### src/rtl/eca_inbuf_pp.sv
// Ping-pong input buffer for the erasure coding engine: host fills one bank while the engine drains the other.
// Optional build macro ECA_INBUF_UNF_ERR_EN enables the sticky read-underflow flag inbuf_err[1].
module eca_inbuf_lane #(
  parameter int DATA_W = 32,
  parameter int DEPTH  = 16,
  parameter int WD_W   = 4
) (
  input  logic              clk,
  input  logic              rst_n,
  input  logic              wr_en,
  input  logic              wr_bank,
  input  logic [WD_W-1:0]   wr_word,
  input  logic [DATA_W-1:0] wr_data,
  input  logic              rd_en,
  input  logic              rd_bank,
  input  logic [WD_W-1:0]   rd_word,
  output logic [DATA_W-1:0] rd_data
);
  logic [DATA_W-1:0] mem [2][DEPTH];

  // Storage itself is never reset; only the output register is.
  always_ff @(posedge clk)
    if (wr_en) mem[wr_bank][wr_word] <= wr_data;

  always_ff @(posedge clk or negedge rst_n)
    if (!rst_n)     rd_data <= '0;
    else if (rd_en) rd_data <= mem[rd_bank][rd_word];
endmodule

module eca_inbuf_pp #(
  parameter int DATA_W = 32,
  parameter int NUM_CH = 4,
  parameter int DEPTH  = 16,
  localparam int CH_W   = (NUM_CH > 1) ? $clog2(NUM_CH) : 1,
  localparam int WD_W   = $clog2(DEPTH),
  localparam int ADDR_W = CH_W + WD_W
) (
  input  logic                     clk,
  input  logic                     rst_n,
  input  logic                     inbuf_wr_req,
  input  logic [ADDR_W-1:0]        inbuf_wr_addr,
  input  logic [DATA_W-1:0]        inbuf_wr_data,
  input  logic                     inbuf_wr_last,
  output logic                     inbuf_wr_ready,
  input  logic                     eng_rd_req,
  output logic                     eng_rd_avail,
  output logic [NUM_CH*DATA_W-1:0] eng_rd_data,
  output logic                     eng_rd_val,
  output logic                     eng_rd_last,
  output logic [1:0]               inbuf_err,
  input  logic                     err_clr
);
  localparam int STAGES = 1;
  localparam logic [CH_W:0] CH_LIM = (CH_W+1)'(NUM_CH);

  typedef enum logic [1:0] {B_FREE, B_FULL, B_DRAIN} bank_st_e;
  typedef struct packed {
    logic [CH_W-1:0] ch;
    logic [WD_W-1:0] word;
  } wr_addr_t;

  bank_st_e                         bank_st [2];
  logic                             wr_bank, rd_bank;
  logic [WD_W-1:0]                  rd_cnt;
  wr_addr_t                         wa;
  logic                             ch_ok, wr_acc, commit, wr_drop;
  logic                             rd_acc, rd_done;
  logic [STAGES:0]                  vld_pipe;
  logic                             last_q;
  logic                             err_wr_q;
  logic [NUM_CH-1:0][DATA_W-1:0]    rd_lane;

  assign wa             = inbuf_wr_addr;
  assign ch_ok          = {1'b0, wa.ch} < CH_LIM;
  assign inbuf_wr_ready = (bank_st[wr_bank] == B_FREE);
  assign eng_rd_avail   = (bank_st[rd_bank] != B_FREE);
  assign wr_acc         = inbuf_wr_req & inbuf_wr_ready & ch_ok;
  assign wr_drop        = inbuf_wr_req & ~wr_acc;
  assign commit         = wr_acc & inbuf_wr_last;
  assign rd_acc         = eng_rd_req & eng_rd_avail;
  assign rd_done        = rd_acc & (rd_cnt == WD_W'(DEPTH-1));

  // A FULL bank always passes through DRAIN because the first read is never word DEPTH-1.
  always_ff @(posedge clk or negedge rst_n) begin
    if (!rst_n) begin
      for (int b = 0; b < 2; b++) bank_st[b] <= B_FREE;
      wr_bank <= 1'b0;
      rd_bank <= 1'b0;
      rd_cnt  <= '0;
    end else begin
      for (int b = 0; b < 2; b++) begin
        case (bank_st[b])
          B_FREE:  if (commit  && (wr_bank == b[0])) bank_st[b] <= B_FULL;
          B_FULL:  if (rd_acc  && (rd_bank == b[0])) bank_st[b] <= B_DRAIN;
          B_DRAIN: if (rd_done && (rd_bank == b[0])) bank_st[b] <= B_FREE;
          default: bank_st[b] <= B_FREE;
        endcase
      end
      if (commit)  wr_bank <= ~wr_bank;
      if (rd_acc)  rd_cnt  <= rd_cnt + WD_W'(1);
      if (rd_done) rd_bank <= ~rd_bank;
    end
  end

  for (genvar c = 0; c < NUM_CH; c++) begin : g_lane
    eca_inbuf_lane #(.DATA_W(DATA_W), .DEPTH(DEPTH), .WD_W(WD_W)) u_lane (
      .clk     (clk),
      .rst_n   (rst_n),
      .wr_en   (wr_acc && (wa.ch == CH_W'(c))),
      .wr_bank (wr_bank),
      .wr_word (wa.word),
      .wr_data (inbuf_wr_data),
      .rd_en   (rd_acc),
      .rd_bank (rd_bank),
      .rd_word (rd_cnt),
      .rd_data (rd_lane[c])
    );
  end

  assign eng_rd_data = rd_lane;

  assign vld_pipe[0] = rd_acc;
  always_ff @(posedge clk or negedge rst_n)
    if (!rst_n) begin
      vld_pipe[STAGES:1] <= '0;
      last_q             <= 1'b0;
    end else begin
      vld_pipe[STAGES:1] <= vld_pipe[STAGES-1:0];
      last_q             <= rd_done;
    end

  assign eng_rd_val  = vld_pipe[STAGES];
  assign eng_rd_last = last_q;

  // Sticky flags: a new error in the same cycle as err_clr keeps the flag set.
  always_ff @(posedge clk or negedge rst_n)
    if (!rst_n) err_wr_q <= 1'b0;
    else        err_wr_q <= (err_wr_q & ~err_clr) | wr_drop;

`ifdef ECA_INBUF_UNF_ERR_EN
  logic err_unf_q;
  always_ff @(posedge clk or negedge rst_n)
    if (!rst_n) err_unf_q <= 1'b0;
    else        err_unf_q <= (err_unf_q & ~err_clr) | (eng_rd_req & ~eng_rd_avail);
  assign inbuf_err = {err_unf_q, err_wr_q};
`else
  assign inbuf_err = {1'b0, err_wr_q};
`endif
endmodule

### config.mk
export PLATFORM = sky130hd
export DESIGN_NAME = eca_inbuf_pp
export DESIGN_NICKNAME = d
export VERILOG_FILES = /design/src/rtl/eca_inbuf_pp.sv
export SDC_FILE = /design/constraint.sdc
export NUM_CORES = 2
export LEC_CHECK = 0
export BUFFER_PORTS_ARGS = -buffer_cell sky130_fd_sc_hd__buf_2
export CAP_MARGIN = 25
export CORE_UTILIZATION = 35
export DETAILED_ROUTE_END_ITERATION = 10
export PLACE_DENSITY = 0.51
export SYNTH_ARGS = -nofsm -noshare
export SYNTH_HDL_FRONTEND = slang
export SYNTH_HIERARCHICAL = 1
export SYNTH_SLANG_ARGS = --single-unit
### constraint.sdc
create_clock -name clk -period 4.25 [get_ports clk]
set_input_delay 0.2125 -clock clk [delete_from_list [all_inputs] [get_ports clk]]
set_output_delay 0.2125 -clock clk [all_outputs]
set_load 0.1 [all_outputs]
# [Word level (Yosys, flattened, before mapping)]
# Memory sizes are Yosys's and may differ from the RTL's.
# Index checks and enable logic that the tools add are counted.
# Widths: inputs -> output; s select.
[word_totals] register_bits=141 mem_bits_rw=4096 inputBits=44 output_inout_bits=134 elab_cells=105 n_memories=4
[op_classes] n_addsub=1 n_lt_le_gt_ge=5 eq_ne=14 muxes=36 bitwise_logic=15 n_reduce_logical=18
[mem_list] name="g_lane[0].u_lane.mem" depth=2 width=512 read_ports=1 rd_ports_with_merged_regs=0 wr=1 line_no="19" text="logic [DATA_W-1:0] mem [2][DEPTH];"
[mem_list] name="g_lane[1].u_lane.mem" depth=2 width=512 read_ports=1 rd_ports_with_merged_regs=0 wr=1 line_no="19"
[mem_list] name="g_lane[2].u_lane.mem" depth=2 width=512 read_ports=1 rd_ports_with_merged_regs=0 wr=1 line_no="19"
[mem_list] name="g_lane[3].u_lane.mem" depth=2 width=512 read_ports=1 rd_ports_with_merged_regs=0 wr=1 line_no="19"
[ops] op="$mux 512" count=4
[ops] op="$bmux 32 s4" count=4
[ops] op="$mux 32" count=9
[ops] op="$demux 32 s4" count=1
[ops] op="$mux 2" count=12
[ops] op="$ne 2x2->1 const B" count=6
[ops] op="$pmux 2 s3" count=2
[ops] op="$logic_and 1x1->1" count=11
[ops] op="$ge 5x5->1 const B" count=2
[ops] op="$not 4->5" count=2
[ops] op="$eq 2x2->1 const B" count=4
[ops] op="$logic_not 2->1" count=4
[ops] op="$and 1x1->1" count=6
[ops] op="$eq 2x1->1 const B" count=3
[ops] op="$reduce_and 3->1" count=2
[ops] op="$lt 5x1->1 const B" count=1
[ops] op="$add 4x1->4 const B" count=1
[ops] op="$eq 4x4->1 const B" count=1
[ops] op="$ge 2x2->1 const B" count=2
[ops] op="$mux 1" count=4
[ops] op="$not 1->1" count=4
[ops] op="$not 1->2" count=2
[ops] op="$reduce_bool 2->1" count=1
[ops] op="$or 1x1->1" count=1

# [Depth between registers and ports, before layout]
[logic_depth] word_depth=10 depth_mapped=8 mapped_depth_nobuf=6

# [Modules after synthesis]
# Netlist, hierarchy kept.
[by_module_without_submodules] module="eca_inbuf_lane" n_inst=4 cells_each=2205 area_each_um2=40923.0
[by_module_without_submodules] module="eca_inbuf_pp" n_inst=1 cells_each=63 area_each_um2=680.7

# [Worst setup path before layout]
# No wires, ideal clock.
[synth_path] kind="register -> register" from="reg wr_bank" to="mem g_lane[2].u_lane/mem[0][480] in the netlist's numbering (enable)" setup_ns=0.461 arrival_time_ns=3.753 t_required_ns=3.789 setup_slack_ns=0.036 path_stages_with_launch=7 period_less_slack_ns=4.214 path_cell_list="dfrtp_1 -> nor3b_1 -> o21ai_1 -> nor3b_1 -> nor2b_1 -> nand2_1 -> nor3_1"
[synth_between] elab_chain_cells=9
[synth_lines] item="start: declaration" line_no="63" text="logic wr_bank, rd_bank;"
[synth_lines] item="start signal: assignment" line_no="99" text="if (commit) wr_bank <= ~wr_bank;"
[synth_lines] item="$not 1->2 (implied by the code)" line_no="75" text="assign inbuf_wr_ready = (bank_st[wr_bank] == B_FREE);"
[synth_lines] item="$mux 2 (implied by the code) (3 in series)" line_no="75"
[synth_lines] item="$logic_not 2->1" line_no="75"
[synth_lines] item="$and 1x1->1" line_no="77" text="assign wr_acc = inbuf_wr_req & inbuf_wr_ready & ch_ok;"
[synth_lines] item="$logic_and 1x1->1" line_no="109" text=".wr_en (wr_acc && (wa.ch == CH_W'(c))),"
[synth_lines] item="$mux 1" line_no="23" text="if (wr_en) mem[wr_bank][wr_word] <= wr_data;"
[synth_lines] item="$mux 512 (implied by the code)" line_no="23"
[synth_lines] item="end: declaration" line_no="19"
# Several ways; a longest one is shown, not always the timed one. The select of a mux whose other input is x is not followed.

# [Worst setup path after layout]
[layout_path] from="reg rd_bank" to="reg g_lane[0].u_lane.rd_data[20]"
[layout_between] elab_chain_cells=6
[layout_lines] item="start: declaration" line_no="63"
[layout_lines] item="start signal: assignment" line_no="101" text="if (rd_done) rd_bank <= ~rd_bank;"
[layout_lines] item="branches (longest 6 deep; another with $mem_v2 2x512)"
[layout_lines] item="end signal: assignment" line_no="27" text="else if (rd_en) rd_data <= mem[rd_bank][rd_word];"
[layout_lines] item="end: declaration" line_no="17" text="output logic [DATA_W-1:0] rd_data"
# Several ways; the timed one is not identified. The select of a mux whose other input is x is not followed.
# A chain may end at the register's enable or synchronous reset.

==> flow_metrics.tcl <==
set metrics [dict create \
    place_congestion 0.785 \
    worst_slack_ns 0.439 \
    placedCellCount 15200 \
    hold_violations 0 \
    drt_iter0_markers 8502 \
    min_path_type "primary input to flip-flop" \
    drive_above_1_share_pct 15.9 \
    synth.net_count 8928 \
    vdd_drop_max_mv 0.483 \
    arrival_ns 4.72 \
    cp-end-kind "flip-flop" \
    routed_wl_um 472000 \
    die_width_um 687 \
    synth_area_leaders "edfxtp_1, mux2i_1, a22oi_1, dfrtp_1, a21oi_1" \
    io-pin-count 178 \
    synthFlopType "edfxtp_1" \
    cap_violations 0 \
    clk_pin_slew_ns 0.06 \
    period_needed_ns 3.81 \
    ant_nets 0 \
    start_util_pct 35.2 \
    clk_latency_ns 0.99 \
    grt_setup_unrepaired "false" \
    gr-usage-all-layers_pct 19.4 \
    vias 86000 \
    grt-ovfl-total 0 \
    htree_levels 5 \
    place_ws_ns 0.376 \
    die_h_um 687 \
    ys_types 46 \
    grt_pass1_vias 85700 \
    clock_power_share_pct 31.8 \
    port_buffers 176 \
    area_growth_pct 16.1 \
    setup_violations 0 \
    p_leak_nw 59.6 \
    synth-async-reset-ratio_pct 3.33 \
    netlist_instances 8883 \
    max_slew_margin_pct 17.4 \
    finClkSkew_ns 0.0461 \
    path_class "flip-flop to flip-flop" \
    core_area_um2 467000 \
    clockBufferDepth 4 \
    cp_cell_sequence "buf_12, mux2i_1, a22oi_1, a21oi_1, nor4_1, mux2_2" \
    pwr-share-comb_pct 28.9 \
    synth_seq_cells 4237 \
    switching_power_mw 41.1 \
    antenna_found_initial 43 \
    sw_frac_of_total_pct 33.8 \
    seq_power_share_pct 39.4 \
    synth_area_per_cell_um2 18.5 \
    max_freq_ghz 0.262 \
    wl_per_cell_um 29.4 \
    drc_errors 0 \
    dp_hpwl_um 273000 \
    yosysMostFrequentCell "edfxtp_1" \
    power.internal_mw 80.5 \
    cts_root_buffer "clkbuf_16" \
    synth_edf_count 4096 \
    postCtsSetupBuffers 0 \
    yosysSeqAreaShare_pct 77.0 \
    post_drt_via_cell_ratio 5.36 \
    worstSetupStartpointType "flip-flop" \
    cts_buffers 442 \
    grt_pass1_wl_um 660000 \
    cts_tree "yes" \
    grt_max_degree 129 \
    crit_path_max_fanout 114 \
    synth_common_cells "edfxtp_1, mux2i_1, a22oi_1" \
    synth_area_um2 164000 \
    yosysTopAreaCellShare_pct 74.8 \
    fin_setup_tns_ns 0 \
    firstDrtPassIters 6 \
    yosys_warnings 6 \
    max_stage_delay_ns 1.00 \
    cp_data_required_time_ns 5.16 \
    fp.dieArea_um2 472000 \
    p_per_area_nw_per_um2 637 \
    clock-sinks 4237 \
    yosys.area.top_type "edfxtp_1" \
    final_nets 9505 \
    slowest_stage "nor4_1" \
    tightest_slew_ns 1.24 \
    fp-row-count 251 \
    finalCritPeriodShare_pct 89.7 \
    finalMaxSlewViolations 0 \
    status "completed" \
    cts_resized 0 \
    fin_cells 16100 \
]
[power groups by stage]
stage	logic, mW	registers, mW	clock network [mW]
after detailed placement	35.4	48.8	0
after CTS	35.5	47.9	39.3
after global routing	36.9	47.9	40.9
final	35.1	47.8	38.6
after floorplan	19.1	52.3	0
after global placement	35.2	48.8	0
[cells by family (layout without fill, tap and decap cells)]
kind of cell    after synthesis  after routing  share of synthesized area [%]
mux                        2177           2177                           13.4
xor+xnor                      3              3                         0.0160
other cells                   1             14                        0.00228
compound gates             1549           1549                           6.29
fa+ha+maj                     1              1                        0.00761
buf+inv                     532           1488                           2.09
simple gates                383            383                           1.26
flops                      4237           4237                           77.0
[stage by stage]
step	hold WS [ns]	util (%)	area (um^2)	power, mW
floorplan	-0.0831	-	164000	71.4
global placement	0.229	37.6	176000	84.0
detailed placement	0.227	37.6	176000	84.2
CTS	0.0873	40.8	191000	123
global route	0.133	40.8	191000	126
finish	0.192	40.8	191000	122
[layer usage]
layer	part of all wire (%)	GRT usage (%)	up-vias
li1	-	-	37300
met1	43	26.8	45500
met2	49	32.9	2721
met3	5.6	2.41	566
met4	2.2	4.25	2
met5	0.0028	0	-
[cells in the final DEF, fill, tap and decap left out, types with 5 or more instances in the layout]
cell,count
edfxtp_1,4096
mux2i_1,2048
a22oi_1,1024
a21oi_1,513
clkbuf_16,450
buf_4,328
buf_2,145
buf_12,141
dfrtp_1,139
nor4_1,128
mux2_2,128
nor2_4,124
clkbuf_1,107
clkinv_2,84
clkinv_1,70
bufinv_16,44
dlygate4sd3_1,40
clkbuf_8,26
nand2_1,18
nand3_1,16
nand3b_1,16
nand2b_1,15
diode_2,13
clkinvlp_4,13
clkinv_4,12
inv_6,10
nor3_2,9
nor2_1,8
or3b_2,8
nor2b_4,8
nand2b_2,8
o21ai_0,5
nor2b_1,5
buf_16,5
[path summary, 6_finish.rpt]
kind	cells past startpoint	slack (ns)	to	start
max in group asynchronous	4	3.16	g_lane[3].u_lane/rd_data[30]	rst_n
worst max-delay path	6	0.44	g_lane[0].u_lane/rd_data[20]	rd_bank
min in group asynchronous	4	0.47	g_lane[1].u_lane/rd_data[6]	rst_n
worst min-delay path	4	0.19	g_lane[0].u_lane/mem[1][478]	inbuf_wr_addr[4]
worst max register to register	6	0.44	g_lane[0].u_lane/rd_data[20]	rd_bank
worst min register to register	1	0.50	g_lane[3].u_lane/rd_data[23]	g_lane[3].u_lane/rd_data[23]
[layout make-up]
type	instances	area, um^2
well taps	6198	7750
multi-input cells	4114	35500
fillers	41400	276000
clock inverters	240	2430
clock buffers	583	12000
repair buffers	663	6600
inverters	2	7.51
flip-flops and latches	4237	127000
diodes	13	32.5
[registers in the layout, indices dropped and copies added (netlist names)]
register / cells
wr_bank: 1
rd_cnt: 4
bank_st: 4
rd_bank: 1
g_lane.u_lane/rd_data: 128
g_lane.u_lane/mem: 4096
eng_rd_val: 1
err_wr_q: 1
eng_rd_last: 1
[what timing repair did]
item / in CTS / in global routing
setup endpoints to repair: 0 / 0
hold buffers: 41 / 0
endpoints found under the hold margin: 2095 / 0
[critical path, delay by kind of cell, from the launching register on]
family | cells | cell delay [ns]
buffers and inverters | 1 | 0.60
flip-flops | 1 | 0.95
AND/OR/NAND/NOR | 1 | 1.00
AO/OA/AOI/OAI | 2 | 0.48
multiplexers | 2 | 0.48
No activity file was read; power rests on OpenSTA's default activity.
